<file path="src/rtl/cat_recognizer_sequencer_if.sv">
// Bus bundle for the cat recognizer sequencer: APB slave port, image memory port and MAC stream.
// The slave modport is the sequencer's view; master is the surrounding system.
interface cat_recognizer_sequencer_if #(
  parameter int Amba_Word       = 24,
  parameter int Amba_Addr_Depth = 13
);
  logic                       PSEL;
  logic                       PENABLE;
  logic                       PWRITE;
  logic [Amba_Addr_Depth-1:0] PADDR;
  logic [Amba_Word-1:0]       PWDATA;
  logic [Amba_Word-1:0]       PRDATA;

  logic                       mem_we;
  logic [Amba_Addr_Depth-1:0] mem_waddr;
  logic [Amba_Word-1:0]       mem_wdata;
  logic                       mem_re;
  logic [Amba_Addr_Depth-1:0] mem_raddr;
  logic [Amba_Word-1:0]       mem_rdata;

  logic                       mac_clear;
  logic                       mac_valid;
  logic [Amba_Word-1:0]       mac_data;
  logic                       mac_last;
  logic                       mac_ready;

  modport slave (
    input  PSEL, PENABLE, PWRITE, PADDR, PWDATA, mem_rdata, mac_ready,
    output PRDATA, mem_we, mem_waddr, mem_wdata, mem_re, mem_raddr,
           mac_clear, mac_valid, mac_data, mac_last
  );

  modport master (
    output PSEL, PENABLE, PWRITE, PADDR, PWDATA, mem_rdata, mac_ready,
    input  PRDATA, mem_we, mem_waddr, mem_wdata, mem_re, mem_raddr,
           mac_clear, mac_valid, mac_data, mac_last
  );
endinterface

</file>
<file path="src/rtl/cat_recognizer_sequencer.sv">
// Sequencer for the cat recognizer: APB control/status, image memory loading and
// in-order streaming of the image into the MAC through a 2-entry ready/valid buffer.
//
// state  | meaning
// IDLE   | waiting for a start command
// CLEAR  | one-cycle MAC accumulator clear
// STREAM | reading image words and handing them to the MAC
// DONE   | all words accepted; done flag high until the next start
module cat_recognizer_sequencer #(
  parameter int Amba_Word       = 24,
  parameter int Amba_Addr_Depth = 13,
  parameter int file_length     = 4096
) (
  input  logic                        clk,
  input  logic                        rst,
  cat_recognizer_sequencer_if.slave   bus,
  output logic                        busy,
  output logic                        done
);

  localparam int AW = Amba_Word;
  localparam int AD = Amba_Addr_Depth;
  localparam logic [AD:0] LAST_ADDR = (AD+1)'(file_length);

  typedef enum logic [1:0] {IDLE, CLEAR, STREAM, DONE} state_t;

  state_t          state_q, state_d;
  logic            access, ctrl_wr, start, abort, img_wr;
  logic            mem_we_q;
  logic [AD-1:0]   waddr_q;
  logic [AW-1:0]   wdata_q;
  logic [AD:0]     rd_addr_q;
  logic            rd_pend_q, pend_last_q;
  logic [AW-1:0]   buf_data_q [0:1];
  logic [1:0]      buf_last_q;
  logic            buf_head_q;
  logic [1:0]      buf_cnt_q;
  logic [1:0]      occ;
  logic            buf_empty, mac_valid_i, pop, mem_re_i, store, deq, tail, flush;
  logic [AW-1:0]   head_data;
  logic            head_last;

  assign access  = bus.PSEL & bus.PENABLE;
  assign ctrl_wr = access & bus.PWRITE & (bus.PADDR == '0);
  assign busy    = (state_q == CLEAR) | (state_q == STREAM);
  assign done    = (state_q == DONE);
  assign start   = ctrl_wr & bus.PWDATA[0] & ~busy;
  assign abort   = ctrl_wr & bus.PWDATA[1] & busy;
  assign img_wr  = access & bus.PWRITE & (bus.PADDR != '0) &
                   ({1'b0, bus.PADDR} <= LAST_ADDR) & ~busy;

  assign bus.PRDATA = (access & ~bus.PWRITE & (bus.PADDR == '0)) ?
                      {{(AW-2){1'b0}}, done, busy} : '0;

  always_ff @(posedge clk or negedge rst) begin
    if (!rst) begin
      mem_we_q <= 1'b0;
      waddr_q  <= '0;
      wdata_q  <= '0;
    end else begin
      mem_we_q <= img_wr;
      if (img_wr) begin
        waddr_q <= bus.PADDR;
        wdata_q <= bus.PWDATA;
      end
    end
  end

  assign bus.mem_we    = mem_we_q;
  assign bus.mem_waddr = waddr_q;
  assign bus.mem_wdata = wdata_q;

  // A word returning from memory is presented straight to the MAC when the buffer is empty.
  assign buf_empty   = (buf_cnt_q == 2'd0);
  assign head_data   = buf_empty ? bus.mem_rdata : buf_data_q[buf_head_q];
  assign head_last   = buf_empty ? pend_last_q : buf_last_q[buf_head_q];
  assign mac_valid_i = ~buf_empty | rd_pend_q;
  assign pop         = mac_valid_i & bus.mac_ready;
  assign occ         = buf_cnt_q + {1'b0, rd_pend_q};
  assign mem_re_i    = (state_q == STREAM) & (rd_addr_q <= LAST_ADDR) &
                       ({1'b0, occ} < (3'd2 + {2'b00, pop}));
  assign store       = rd_pend_q & ~(buf_empty & pop);
  assign deq         = pop & ~buf_empty;
  assign tail        = buf_head_q ^ buf_cnt_q[0];
  assign flush       = abort | (state_q != STREAM);

  always_ff @(posedge clk or negedge rst) begin
    if (!rst) begin
      rd_addr_q     <= (AD+1)'(1);
      rd_pend_q     <= 1'b0;
      pend_last_q   <= 1'b0;
      buf_data_q[0] <= '0;
      buf_data_q[1] <= '0;
      buf_last_q    <= '0;
      buf_head_q    <= 1'b0;
      buf_cnt_q     <= '0;
    end else if (flush) begin
      rd_addr_q   <= (AD+1)'(1);
      rd_pend_q   <= 1'b0;
      pend_last_q <= 1'b0;
      buf_head_q  <= 1'b0;
      buf_cnt_q   <= '0;
    end else begin
      rd_pend_q   <= mem_re_i;
      pend_last_q <= (rd_addr_q == LAST_ADDR);
      if (mem_re_i) rd_addr_q <= rd_addr_q + (AD+1)'(1);
      if (store) begin
        buf_data_q[tail] <= bus.mem_rdata;
        buf_last_q[tail] <= pend_last_q;
      end
      if (deq) buf_head_q <= ~buf_head_q;
      buf_cnt_q <= buf_cnt_q + {1'b0, store} - {1'b0, deq};
    end
  end

  assign bus.mem_re    = mem_re_i;
  assign bus.mem_raddr = mem_re_i ? rd_addr_q[AD-1:0] : '0;
  assign bus.mac_clear = (state_q == CLEAR);
  assign bus.mac_valid = mac_valid_i;
  assign bus.mac_data  = mac_valid_i ? head_data : '0;
  assign bus.mac_last  = mac_valid_i & head_last;

  always_ff @(posedge clk or negedge rst) begin
    if (!rst) state_q <= IDLE;
    else      state_q <= state_d;
  end

  always_comb begin
    state_d = state_q;
    case (state_q)
      IDLE:    if (start) state_d = CLEAR;
      CLEAR:   state_d = abort ? IDLE : STREAM;
      STREAM: begin
        if (abort)                  state_d = IDLE;
        else if (pop && head_last)  state_d = DONE;
      end
      DONE:    if (start) state_d = CLEAR;
      default: state_d = IDLE;
    endcase
  end

endmodule

</file>
<file path="src/flat_wrapper.sv">
// flat-port wrapper written by rule: the top's interface ports become plain ports
module cat_recognizer_sequencer_flat 
#(
  parameter int Amba_Word       = 24,
  parameter int Amba_Addr_Depth = 13,
  parameter int file_length     = 4096
)
  (clk, rst, busy, done, bus_PSEL, bus_PENABLE, bus_PWRITE, bus_PADDR, bus_PWDATA, bus_mem_rdata, bus_mac_ready, bus_PRDATA, bus_mem_we, bus_mem_waddr, bus_mem_wdata, bus_mem_re, bus_mem_raddr, bus_mac_clear, bus_mac_valid, bus_mac_data, bus_mac_last);
  cat_recognizer_sequencer_if #(.Amba_Word(Amba_Word), .Amba_Addr_Depth(Amba_Addr_Depth)) bus_i ();
  input  logic clk;
  input  logic rst;
  output logic busy;
  output logic done;
  input wire logic [$bits(bus_i.PSEL)-1:0] bus_PSEL;
  input wire logic [$bits(bus_i.PENABLE)-1:0] bus_PENABLE;
  input wire logic [$bits(bus_i.PWRITE)-1:0] bus_PWRITE;
  input wire logic [$bits(bus_i.PADDR)-1:0] bus_PADDR;
  input wire logic [$bits(bus_i.PWDATA)-1:0] bus_PWDATA;
  input wire logic [$bits(bus_i.mem_rdata)-1:0] bus_mem_rdata;
  input wire logic [$bits(bus_i.mac_ready)-1:0] bus_mac_ready;
  output wire logic [$bits(bus_i.PRDATA)-1:0] bus_PRDATA;
  output wire logic [$bits(bus_i.mem_we)-1:0] bus_mem_we;
  output wire logic [$bits(bus_i.mem_waddr)-1:0] bus_mem_waddr;
  output wire logic [$bits(bus_i.mem_wdata)-1:0] bus_mem_wdata;
  output wire logic [$bits(bus_i.mem_re)-1:0] bus_mem_re;
  output wire logic [$bits(bus_i.mem_raddr)-1:0] bus_mem_raddr;
  output wire logic [$bits(bus_i.mac_clear)-1:0] bus_mac_clear;
  output wire logic [$bits(bus_i.mac_valid)-1:0] bus_mac_valid;
  output wire logic [$bits(bus_i.mac_data)-1:0] bus_mac_data;
  output wire logic [$bits(bus_i.mac_last)-1:0] bus_mac_last;
  assign bus_i.PSEL = bus_PSEL;
  assign bus_i.PENABLE = bus_PENABLE;
  assign bus_i.PWRITE = bus_PWRITE;
  assign bus_i.PADDR = bus_PADDR;
  assign bus_i.PWDATA = bus_PWDATA;
  assign bus_i.mem_rdata = bus_mem_rdata;
  assign bus_i.mac_ready = bus_mac_ready;
  assign bus_PRDATA = bus_i.PRDATA;
  assign bus_mem_we = bus_i.mem_we;
  assign bus_mem_waddr = bus_i.mem_waddr;
  assign bus_mem_wdata = bus_i.mem_wdata;
  assign bus_mem_re = bus_i.mem_re;
  assign bus_mem_raddr = bus_i.mem_raddr;
  assign bus_mac_clear = bus_i.mac_clear;
  assign bus_mac_valid = bus_i.mac_valid;
  assign bus_mac_data = bus_i.mac_data;
  assign bus_mac_last = bus_i.mac_last;
  cat_recognizer_sequencer #(.Amba_Word(Amba_Word), .Amba_Addr_Depth(Amba_Addr_Depth), .file_length(file_length)) u_core (.clk(clk), .rst(rst), .bus(bus_i), .busy(busy), .done(done));
endmodule
</file>
<file path="config.mk">
export PLATFORM = sky130hd
export DESIGN_NAME = cat_recognizer_sequencer_flat
export DESIGN_NICKNAME = d
export VERILOG_FILES = /design/src/rtl/cat_recognizer_sequencer_if.sv /design/src/rtl/cat_recognizer_sequencer.sv /design/src/flat_wrapper.sv
export SDC_FILE = /design/constraint.sdc
export NUM_CORES = 1
export LEC_CHECK = 0
export CORE_UTILIZATION = 29
export DETAILED_ROUTE_END_ITERATION = 8
export PLACE_DENSITY = 0.66
export SKIP_CTS_REPAIR_TIMING = 1
export SLEW_MARGIN = 40
export SYNTH_ARGS = -nofsm -noshare
export SYNTH_HDL_FRONTEND = slang
export SYNTH_SLANG_ARGS = --single-unit
export TNS_END_PERCENT = 100
</file>
<file path="constraint.sdc">
create_clock -name clk -period 2.6 [get_ports clk]
set_input_delay 0.78 -clock clk [delete_from_list [all_inputs] [get_ports clk]]
set_output_delay 0.78 -clock clk [all_outputs]
set_load 0.05 [all_outputs]
</file>
==> results.json <==
{
  "status": "finished with violations",
  "violations": "negative setup slack",
  "combPwrFrac": 0.653,
  "cp_top_family": "flip-flops",
  "peakVddDrop_mv": 0.7824,
  "yosysTopAreaCellShare": 0.4871,
  "wl_per_cell_um": 16.80,
  "cts_sinks": 109,
  "syn_to_final_growth_pct": 61.23,
  "synth_top_cell_by_area": "dfrtp_1",
  "cp-start-kind": "flip-flop",
  "synth_most_common_cell": "dfrtp_1",
  "htree_levels": 3,
  "ys_ff_latch": 109,
  "path_cells": "inv_4, ha_4, nor4bb_1, and4_2, o211ai_1, buf_4, clkinvlp_4, and2_4, buf_12",
  "ys.flop_type": "dfrtp_1",
  "cpPeakStageDelay_ps": 560,
  "gp_congestion": 0.8414,
  "crit_type": "reg -> out",
  "syn_area_per_cell_um2": 11.91,
  "cts_tree": "done",
  "grt_pass1_wl_um": 22850,
  "power_mw": 12.51,
  "wl_um": 15290,
  "die_height_um": 140.3,
  "p_clk_frac": 0.120,
  "yosys-top-cells-count": "dfrtp_1, mux2_2, o21ai_0",
  "critPathBufInv": 4,
  "vias": 4429,
  "worst_pin_slew_ps": 532.8,
  "p_leak_nw": 3.905,
  "synth_cells": 466,
  "grt-ovfl-total": 0,
  "hpwl_um": 10120,
  "synth_edf_count": 0,
  "cp.arrival_ps": 2280,
  "synth_area_leaders": "dfrtp_1, mux2_2, mux2_4",
  "ant_nets": 0,
  "yosys.cell_types.count": 54,
  "power_density_nw_per_um2": 1399,
  "drv_slew": 0,
  "fmax_ghz": 0.3266,
  "cts.reportedPaths.clkPinSlew_ps": 70,
  "rows": 50,
  "post-route-min-period_ps": 3062,
  "grt_util_all_layers": 0.1477,
  "clk_path_buf_depth": 2,
  "n_antenna_cell": 0,
  "clock_skew_ps": 5.430,
  "yosysSeqAreaShare": 0.4919,
  "swShare": 0.4385,
  "synth.cell_area_um2": 5548,
  "setup_viol": 32,
  "avgViaCountPerCell": 4.867,
  "drive_gt1_frac": 0.4423,
  "rsz0062_at_grt": "true",
  "dr.pass1.iters": 4,
  "dp_cells": 863,
  "finalHoldViolCount": 0,
  "async_flop_share": 1.000,
  "grt_max_degree": 60,
  "yosysWarnings": 0,
  "maxCapViolCount": 0,
  "max_slew_margin": 0.6437,
  "drc_errors": 0,
  "end_kind": "output port",
  "setup_slack_ps": -462.0,
  "clk_latency_ps": 350,
  "final_min_period_over_clock_period": 1.178,
  "fp.dieW_um": 140.3,
  "p_seq_frac": 0.228,
  "die-area_um2": 19690,
  "port_buffers": 149,
  "start_util": 0.2966,
  "internal_power_mw": 7.027,
  "antenna_found_initial": 0,
  "fin_cells": 910,
  "crit_required_ps": 1820,
  "initialDrtViolationCount": 185,
  "core_area_um2": 18710,
  "p_sw_mw": 5.487,
  "numCtsBuffers": 9,
  "cp_slowest_cell": "dfstp_2",
  "hold_path.class": "in -> async",
  "cp_max_fo": 5,
  "io_pins": 172,
  "layout.nets": 746,
  "root_buffer": "clkbuf_16",
  "first_global_vias": 4600
}
## cell type report
cell class / count / area [um^2]
clock buffers: 11 / 242.7
multi-input cells: 317 / 2884
well taps: 234 / 292.8
fillers: 1605 / 9761
clock inverters: 5 / 83.83
repair inverters: 1 / 7.507
repair buffers: 218 / 2646
inverters: 15 / 58.81
flip-flops and latches: 109 / 2729
## logic make-up (layout without fill, tap and decap cells)
kind of cell	count (synthesis)	count (layout)	share of synthesized area
multiplexers	112	112	0.2350
AND/OR/NAND/NOR	110	110	0.1096
flip-flops	109	109	0.4919
AO/OA/AOI/OAI	61	61	0.06743
buffers and inverters	61	250	0.07104
adder cells (fa/ha/maj)	8	8	0.01804
XOR/XNOR	4	4	0.006316
other	1	22	0.0006759
## state kept, by name, indices dropped and copies added, names as in the netlist
name / cells
u_core.buf_cnt_q: 2
u_core.buf_data_q: 48
u_core.buf_head_q: 1
u_core.buf_last_q: 2
u_core.bus.mem_waddr: 13
u_core.bus.mem_wdata: 24
u_core.bus.mem_we: 1
u_core.pend_last_q: 1
u_core.rd_addr_q: 14
u_core.rd_pend_q: 1
u_core.state_q: 2
## routing by layer
metal,routed length (um),track usage,part of all wire,up-vias
li1,-,-,-,2039
met1,6077,0.1642,0.40,2213
met2,8119,0.2668,0.53,158
met3,833,0.04034,0.054,19
met4,257,0.05784,0.017,0
met5,0,0,0,-
## power by group through the flow
stage | registers, mW | clock network (mW) | logic [mW]
finish | 2.85 | 1.50 | 8.17
detailed placement | 2.86 | 0 | 7.17
CTS | 2.84 | 1.55 | 7.19
global route | 2.94 | 1.61 | 8.53
global placement | 2.80 | 0 | 7.06
floorplan | 3.79 | 0 | 3.41
## cell usage in the layout, fill, tap and decap left out, types with 3 or more instances in the layout
cell type,synthesis,final
a21oi_1,12,12
and2_1,11,3
and2_4,0,8
buf_12,2,52
buf_4,26,55
buf_6,3,5
clkbuf_16,0,12
clkdlybuf4s50_1,0,89
clkinvlp_4,0,3
conb_1,1,22
dfrtp_1,108,108
dlymetal6s2s_1,0,12
ha_1,8,7
inv_1,15,10
inv_2,0,4
mux2_2,66,66
mux2_4,20,20
mux2i_1,26,25
nand2_1,9,9
nand3_1,29,13
nand3_2,1,16
nand4_1,4,4
nor2_1,20,16
nor2_4,0,4
nor3_1,5,5
o21ai_0,31,7
o21ai_2,0,22
o21ai_4,0,3
or3_1,6,6
## final timing paths
| path | start | end | slack, ps | depth (start not counted) |
|---|---|---|---|---|
| setup / recovery | u_core.rd_addr_q[0] | bus_mem_raddr[10] | -460 | 9 |
| hold / removal | rst | u_core.buf_data_q[19] | 380 | 1 |
| setup reg to reg | u_core.buf_cnt_q[0] | u_core.rd_addr_q[11] | 80 | 10 |
| hold reg to reg | u_core.bus.mem_wdata[9] | u_core.bus.mem_wdata[9] | 510 | 1 |
| max in group asynchronous | rst | u_core.bus.mem_wdata[9] | 1570 | 2 |
| min in group clk | u_core.bus.mem_wdata[9] | u_core.bus.mem_wdata[9] | 510 | 1 |
## stage by stage
stage	worst slack [ps]	util	hold slack (ps)	cell area, um^2	TNS [ps]
3_3_place_gp	-485.8	0.4270	486.0	7986	-42410
4_1_cts	-529.6	0.4444	375.6	8313	-13850
5_1_grt	-548.4	0.4782	392.2	8945	-8236
3_5_place_dp	-528.5	0.4270	491.2	7986	-49090
6_report	-462.0	0.4782	375.5	8945	-5586
2_1_floorplan	-230.6	-	478.2	5757	-1506
Power figures use the tool's default switching activity.
